==> src/rtl/net_array_renderer_pkg.sv <==
// Shared game definitions: video geometry and the net drawing mode encodings.
package net_array_renderer_pkg;

  // Active video area of the game screen.
  localparam int H_VIDEO = 640;
  localparam int V_VIDEO = 480;

  // Width of the pixel coordinate buses coming from the sync generator.
  localparam int COORD_W = 10;

  // Net drawing modes as seen on the mode input.
  typedef enum logic [1:0] {
    MODE_OFF    = 2'b00,
    MODE_STATIC = 2'b01,
    MODE_SCROLL = 2'b10,
    MODE_SOLID  = 2'b11
  } net_mode_e;

endpackage

==> src/rtl/net_array_renderer_dash_phase_counter.sv <==
// Modulo-PERIOD row counter for the dash pattern. next_value is the value the
// counter takes on this edge, so the pixel path can use it in the same cycle.
module dash_phase_counter #(
  parameter int PERIOD = 24,
  parameter int START  = 18,
  localparam int CW    = (PERIOD > 1) ? $clog2(PERIOD) : 1
) (
  input  logic          clk,
  input  logic          rst,
  input  logic          load,
  input  logic [CW-1:0] load_val,
  input  logic          inc,
  output logic [CW-1:0] value,
  output logic [CW-1:0] next_value
);
  import net_array_renderer_pkg::*;

  // Load takes priority over increment; increment wraps PERIOD-1 back to 0.
  always_comb begin
    next_value = value;
    if (load)
      next_value = load_val;
    else if (inc)
      next_value = (value == CW'(PERIOD - 1)) ? '0 : value + CW'(1);
  end

  // Count register, reset to the start phase.
  always_ff @(posedge clk) begin
    if (rst)
      value <= CW'(START);
    else
      value <= next_value;
  end

endmodule

==> src/rtl/net_array_renderer.sv <==
// Draws NUM_NETS vertical dashed/solid net columns. The dash pattern can be
// static or scroll downward by SCROLL_STEP rows per frame. Output is registered.
module net_array_renderer #(
  parameter int H_VIDEO     = net_array_renderer_pkg::H_VIDEO,
  parameter int NET_WIDTH   = 6,
  parameter int DASH_HEIGHT = 12,
  parameter int GAP_HEIGHT  = 12,
  parameter int NUM_NETS    = 1,
  parameter int START_PHASE = 18,
  parameter int SCROLL_STEP = 1
) (
  input  logic                                        clk,
  input  logic                                        rst,
  input  logic [net_array_renderer_pkg::COORD_W-1:0]  pixel_x,
  input  logic [net_array_renderer_pkg::COORD_W-1:0]  pixel_y,
  input  logic                                        video_on,
  input  logic [1:0]                                  mode,
  output logic                                        pixel_on,
  output logic                                        frame_tick
);
  import net_array_renderer_pkg::*;

  localparam int PERIOD = DASH_HEIGHT + GAP_HEIGHT;
  localparam int CW     = (PERIOD > 1) ? $clog2(PERIOD) : 1;
  localparam int HALF   = NET_WIDTH / 2;

  net_mode_e     mode_q;
  net_mode_e     mode_in;
  net_mode_e     mode_eff;
  logic [CW-1:0] frame_phase;
  logic [CW-1:0] phase_next;
  logic [CW-1:0] row_q;
  logic [CW-1:0] row_cur;
  logic          frame_start;
  logic          line_start;
  logic          lit;
  logic [NUM_NETS-1:0] net_hit;

  assign mode_in     = net_mode_e'(mode);
  assign frame_start = video_on && (pixel_x == '0) && (pixel_y == '0);
  assign line_start  = video_on && (pixel_x == '0) && (pixel_y != '0);

  // The mode for the frame starting this cycle is the one being latched now,
  // so the first row of a frame already renders with the new mode.
  assign mode_eff = frame_start ? mode_in : mode_q;

  // Phase for the frame about to start: scrolling moves the pattern down,
  // i.e. the phase steps backward with wrap. Sum stays below PERIOD.
  always_comb begin
    phase_next = frame_phase;
    if (mode_q == MODE_SCROLL) begin
      if (frame_phase >= CW'(SCROLL_STEP))
        phase_next = frame_phase - CW'(SCROLL_STEP);
      else
        phase_next = frame_phase + CW'(PERIOD - SCROLL_STEP);
    end
  end

  // Frame-rate state: latched mode and pattern phase, both updated only at frame start.
  always_ff @(posedge clk) begin
    if (rst) begin
      mode_q      <= MODE_OFF;
      frame_phase <= CW'(START_PHASE);
    end else if (frame_start) begin
      mode_q      <= mode_in;
      frame_phase <= phase_next;
    end
  end

  // Row-in-period counter: loads the frame phase at frame start, steps each line.
  dash_phase_counter #(
    .PERIOD (PERIOD),
    .START  (START_PHASE)
  ) u_row_cnt (
    .clk        (clk),
    .rst        (rst),
    .load       (frame_start),
    .load_val   (phase_next),
    .inc        (line_start),
    .value      (row_q),
    .next_value (row_cur)
  );

  // Column decode per net; overlapping columns simply OR together.
  for (genvar k = 0; k < NUM_NETS; k++) begin : g_net
    localparam int CTR = H_VIDEO * (k + 1) / (NUM_NETS + 1);
    localparam int LO  = CTR - HALF;
    localparam int HI  = CTR + HALF - 1;
    assign net_hit[k] = (int'(pixel_x) >= LO) && (int'(pixel_x) <= HI);
  end

  // Row lighting for the active mode: dashes use the row-in-period value.
  always_comb begin
    lit = 1'b0;
    case (mode_eff)
      MODE_STATIC, MODE_SCROLL: lit = (row_cur < CW'(DASH_HEIGHT));
      MODE_SOLID:               lit = 1'b1;
      default:                  lit = 1'b0;
    endcase
  end

  // Registered outputs: pixel one cycle after its coordinates, tick after frame start.
  always_ff @(posedge clk) begin
    if (rst) begin
      pixel_on   <= 1'b0;
      frame_tick <= 1'b0;
    end else begin
      pixel_on   <= video_on && (|net_hit) && lit;
      frame_tick <= frame_start;
    end
  end

endmodule

==> config.mk <==
export PLATFORM = sky130hd
export DESIGN_NAME = net_array_renderer
export DESIGN_NICKNAME = d
export VERILOG_FILES = /design/src/rtl/net_array_renderer_pkg.sv /design/src/rtl/net_array_renderer_dash_phase_counter.sv /design/src/rtl/net_array_renderer.sv
export SDC_FILE = /design/constraint.sdc
export NUM_CORES = 1
export LEC_CHECK = 0
export CAP_MARGIN = 20
export CORE_MARGIN = 4
export CORE_UTILIZATION = 50
export DETAILED_ROUTE_END_ITERATION = 10
export GPL_ROUTABILITY_DRIVEN = 0
export HOLD_SLACK_MARGIN = 0.12
export PLACE_DENSITY_LB_ADDON = 0.2
export SYNTH_ARGS = -nofsm -noshare
export SYNTH_HDL_FRONTEND = slang
export SYNTH_SLANG_ARGS = --single-unit
export TNS_END_PERCENT = 10
==> constraint.sdc <==
create_clock -name clk -period 3.2 [get_ports clk]
set_input_delay 0.32 -clock clk [delete_from_list [all_inputs] [get_ports clk]]
set_output_delay 0.32 -clock clk [all_outputs]
set_load 0.05 [all_outputs]
* Word level (Yosys, flattened, before mapping)
Cells that the tools add are included.
** Storage, ports and cells
- Flip-flop bits (word level) :: 14
- Output and inout bits :: 2
** Operators by class
- Eq/ne operators :: 5
- Add/sub/neg operators :: 3
- Reductions and logical operators :: 10
- Multiplexer cells :: 7
- Order comparisons :: 4
** Operators with widths (count)
- 2-to-1 mux 5 bit :: 5
- logical NOT 10 bit :: 2
- >= comparator 10 x 9 -> 1 bit (second input constant) :: 1
- <= comparator 10 x 9 -> 1 bit (second input constant) :: 1
- nonzero test 10 bit :: 1
- == test 2 bit (second input constant) :: 3
- logical AND 1 bit :: 6
- adder 5 x 1 -> 5 bit (second input constant) :: 1
- adder 5 bit (second input constant) :: 1
- == test 5 bit (second input constant) :: 1
- >= comparator 5 x 1 -> 1 bit (second input constant) :: 1
- < comparator 5 x 4 -> 1 bit (second input constant) :: 1
- subtractor 5 x 1 -> 5 bit (second input constant) :: 1
- == test 2 x 1 -> 1 bit (second input constant) :: 1
- 2-to-1 mux 2 bit :: 1
- one-hot mux 1 bit (2 select lines) :: 1
- OR reduction 2 bit :: 1

* Logic depth before layout (Yosys ltp)
- Depth after elaboration :: 8
- Depth in mapped cells :: 8

* Cells and area by module
From an unflattened synthesis, not the netlist that was laid out.
** Second synthesis, totals
- Cell total of the unflattened synthesis :: 117
- Area, all modules :: 984.7 um^2
** By module, submodules not included
- net_array_renderer :: seq. area each 180.2 um^2, times used 1, cells each 80, area an instance 665.6 um^2
- dash_phase_counter :: seq. area each 100.1 um^2, times used 1, cells each 37, area an instance 319.1 um^2

* Worst setup path before layout
No wires, ideal clock.
- Path type :: input to register
- Start point :: input pixel_y[1] (netlist bit)
- End point :: register pixel_on
- Path buffers :: 0
- Arrival :: 1762 ps
- Setup time :: 117 ps
- Slack :: 1321 ps
- Data required time :: 3083 ps
- Stages :: 7
- Cell sequence :: nor4_2 nand4_2 nor2_4 mux2i_1 ha_1 o211ai_2 a21oi_2
** On the way
- Word-level cells in the longest chain between the ends :: 7
- Elaborated cells between the ends (all ways) :: 14
- Those cells by class :: order compare (1); eq/ne (3); mux (4); reduce/logical (6)
** RTL lines
- start: declaration :: RTL line net_array_renderer.sv:15 : input logic [net_array_renderer_pkg::COORD_W-1:0] pixel_y,
- nonzero test 10 bit or logical NOT 10 bit (tied branches) :: RTL line net_array_renderer.sv:41, net_array_renderer.sv:40
- logical AND 1 bit (on tied branches) :: RTL line net_array_renderer.sv:41, net_array_renderer.sv:40
- 2-to-1 mux 5 bit or 2-to-1 mux 2 bit (tied branches)
- 2-to-1 mux 5 bit, or another cell as far along :: RTL line net_array_renderer_dash_phase_counter.sv:21 : if (load)
- < comparator 5 x 4 -> 1 bit or OR reduction 2 bit (tied branches) :: RTL line net_array_renderer.sv:96, net_array_renderer.sv:95
- one-hot mux 1 bit (2 select lines) * :: RTL line net_array_renderer.sv:95 : case (mode_eff)
- logical AND 1 bit * :: RTL line net_array_renderer.sv:108 : pixel_on <= video_on && (|net_hit) && lit;
- end signal: assignment :: RTL line net_array_renderer.sv:108
- end: declaration :: RTL line net_array_renderer.sv:18 : output logic pixel_on,
Mark *: on every way between the ends. The rest lies on a longest branch, timed or not.
A chain may end at the register's enable or synchronous reset.

* Final worst setup path
- Start point :: input pixel_x[3] (netlist bit)
- End point :: register pixel_on
** On the way
- Word-level cells in the longest chain between the ends :: 8
- Elaborated cells between the ends (all ways) :: 18
- Those cells by class :: order compare (3); eq/ne (3); mux (4); reduce/logical (8)
** RTL lines
- start: declaration :: RTL line net_array_renderer.sv:14 : input logic [net_array_renderer_pkg::COORD_W-1:0] pixel_x,
- logical NOT 10 bit :: RTL line net_array_renderer.sv:40, net_array_renderer.sv:41
- logical AND 1 bit :: RTL line net_array_renderer.sv:40, net_array_renderer.sv:41
- logical AND 1 bit (on tied branches) :: RTL line net_array_renderer.sv:41, net_array_renderer.sv:40
- 2-to-1 mux 5 bit or 2-to-1 mux 2 bit (tied branches)
- 2-to-1 mux 5 bit, or another cell as far along :: RTL line net_array_renderer_dash_phase_counter.sv:21
- < comparator 5 x 4 -> 1 bit or OR reduction 2 bit (tied branches) :: RTL line net_array_renderer.sv:96, net_array_renderer.sv:95
- one-hot mux 1 bit (2 select lines) :: RTL line net_array_renderer.sv:95
- logical AND 1 bit * :: RTL line net_array_renderer.sv:108
Marks and branches as above.

==> results_dict.tcl <==
set metrics [dict create \
    hold_slack_ns 0.515 \
    mostFrequentLayoutCell "clkdlybuf4s50_1" \
    multi_input_area_um2 594 \
    fin_cells 159 \
    synthesis.nets 138 \
    ctsRootBufferMaster "clkbuf_4" \
    first_pass_iters 4 \
    start_util 0.534 \
    r2r_start "frame_phase[0]$_SDFFE_PP0N_" \
    port_buffers 26 \
    synth_edf_count 0 \
    grt-busiest-layer "met2" \
    clockBufferDepth 2 \
    clock_latency_ns 0.28 \
    clock_power_share 0.371 \
    critPathMaxStageDelay_ns 0.44 \
    worstPathArrival_ns 2.54 \
    final_nets 165 \
    syn_inst 108 \
    grt_pass1_wl_mm 3.47 \
    synth_seq_cells 14 \
    pre_cts_slack_ns 0.531 \
    fill_cells 149 \
    post_cts_resize_count 0 \
    clkTransAtPathRegs_ns 0.09 \
    crit_fanout 13 \
    p_seq_frac 0.511 \
    die_x_um 51.2 \
    leakage_nw 0.491 \
    ioPinCount 27 \
    synth_area_leaders "dfxtp_1, nor2_1, ha_1" \
    critPathLaunch "pixel_x[3]" \
    timing.final.ws_setup_ns 0.836 \
    grt_use_met3 0.0321 \
    p_sw_uw 69.3 \
    drtIter0Drc 14 \
    die_area_um2 2620 \
    drc 0 \
    period_minus_slack_ns 2.36 \
    grt_setup_unrepaired "false" \
    holdCritStartpoint "u_row_cnt.value[1]$_SDFFE_PP1P_" \
    final.setup.tns_ns 0 \
    h-tree-depth 1 \
    fp.dieH_um 51.2 \
    layout-drive-gt1-share 0.112 \
    cts_setup_buffers 0 \
    synthesis.area_um2 932 \
    fp-row-count 15 \
    place.detailed.hpwl_mm 1.70 \
    ff_latch_area_um2 280 \
    finalSetupViolCount 0 \
    powerDensity_nw_per_um2 277 \
    netlist.area_leader.share 0.301 \
    core-area_um2 1750 \
    antenna_left 0 \
    criticalPathCategory "in -> reg" \
    status "finished clean" \
    routed_via_density 5.50 \
    overflow 0 \
    cts_hold_buffers 0 \
    hold_viol_final 0 \
    post-route-period-util 0.739 \
    met2_usage 0.311 \
    max_freq_mhz 423 \
    swShare 0.203 \
    grt_max_degree 14 \
    power.internal_uw 271 \
    cts_buffers 3 \
    maxCapViolCount 0 \
    syn2layout_area_growth_pct 31.8 \
    wl_mm 2.03 \
    final_util 0.704 \
    final_max_slew_viol_count 0 \
    peakVddDrop_mv 0.168 \
    place_inst 155 \
    hold_path_class "reg -> reg" \
    crit_path_top_delay_cell "clkdlybuf4s50_1" \
    p_comb_frac 0.118 \
    critPathLaunchType "primary input" \
    vias 874 \
    synth_ff_type "dfxtp_1" \
    slew_headroom 0.665 \
    first_global_vias 873 \
    synth_top_cell_by_area "dfxtp_1" \
    worst_pin_slew_ns 0.500 \
    yosysSeqAreaShare 0.301 \
    postSynthAreaPerCell_um2 8.63 \
    grt_use_total 0.174 \
    crit_chain "clkdlybuf4s50_1 -> nor4_2 -> nand4_2 -> nor2_4 -> mux2i_1 -> ha_1 -> o211ai_2 -> a21oi_2" \
    use_met1 0.196 \
    yosys_warnings 0 \
    cts_tree "done" \
    final_cell_mix "clkdlybuf4s50_1, nor2_1, dfxtp_1" \
    ys_types 42 \
    antenna_found_initial 0 \
    n_antenna_cell 0 \
    cts_sinks 14 \
    wl_per_cell_um 12.8 \
    critPathCaptureType "flop" \
    required_ns 3.37 \
    async_flop_share 0 \
    fin_worst_skew_ns 0.00398 \
]
worst max-delay path: cells and delay by family:
family	cells	cell delay, ns
buf+inv	1	0.44
compound gates	2	0.14
fa+ha+maj	1	0.29
simple gates	3	1.03
mux	1	0.32
Yosys cell counts, types with 2 or more instances:
cell type and count:
nor2_1 20, dfxtp_1 14, inv_1 7, nand2_1 6, ha_1 5, mux2i_1 5
xnor2_1 4, a21oi_1 3, a211o_1 2, a211oi_1 2, buf_6 2, nand3_1 2
nand4_1 2, nand4_2 2, nor3_1 2, nor3b_1 2, nor4_2 2, o21ai_0 2
final cells by class:
class                   count  area share
inverters                   7      0.0214
repair buffers             26       0.212
flip-flops and latches     14       0.228
well taps                  25      0.0255
clock buffers               4      0.0295
multi-input cells          83       0.484
metrics by stage:
step	power, mW	instance area [um^2]
floorplan	0.185	932
global placement	0.218	1190
detailed placement	0.219	1190
CTS	0.344	1230
global route	0.354	1230
finish	0.341	1230
final timing paths:
path,end,slack [ns],depth (start not counted)
worst max-delay path,pixel_on$_SDFF_PP0_,0.84,8
worst min register to register,u_row_cnt.value[1]$_SDFFE_PP1P_,0.52,1
worst min-delay path,u_row_cnt.value[1]$_SDFFE_PP1P_,0.52,1
worst max register to register,pixel_on$_SDFF_PP0_,1.31,8
routing by layer:
| metal | vias to the layer above | routed length (um) |
|---|---|---|
| met5 | - | 0 |
| met3 | 4 | 100 |
| li1 | 441 | - |
| met2 | 28 | 1070 |
| met4 | 0 | 34 |
| met1 | 401 | 826 |
registers in the layout (all words and copies together), names as in the netlist:
register,count
frame_phase,5
u_row_cnt.value,5
mode_q,2
frame_tick,1
pixel_on,1
power groups by stage:
stage	sequential (mW)	combinational [mW]	clock, mW
3_3_place_gp	0.178	0.0395	0
6_report	0.174	0.0402	0.126
4_1_cts	0.174	0.0405	0.130
2_1_floorplan	0.178	0.00708	0
3_5_place_dp	0.178	0.0404	0
5_1_grt	0.174	0.0427	0.137
cells by family after synthesis:
family / share of synthesized area
muxes: 0.0658
xor gates and xnor gates: 0.0376
adders and majority gates: 0.0671
DFF: 0.301
buffers and inverters: 0.0617
AOI/OAI and AO/OA: 0.192
and+or+nand+nor: 0.275
(Power assumes the default switching activity.)
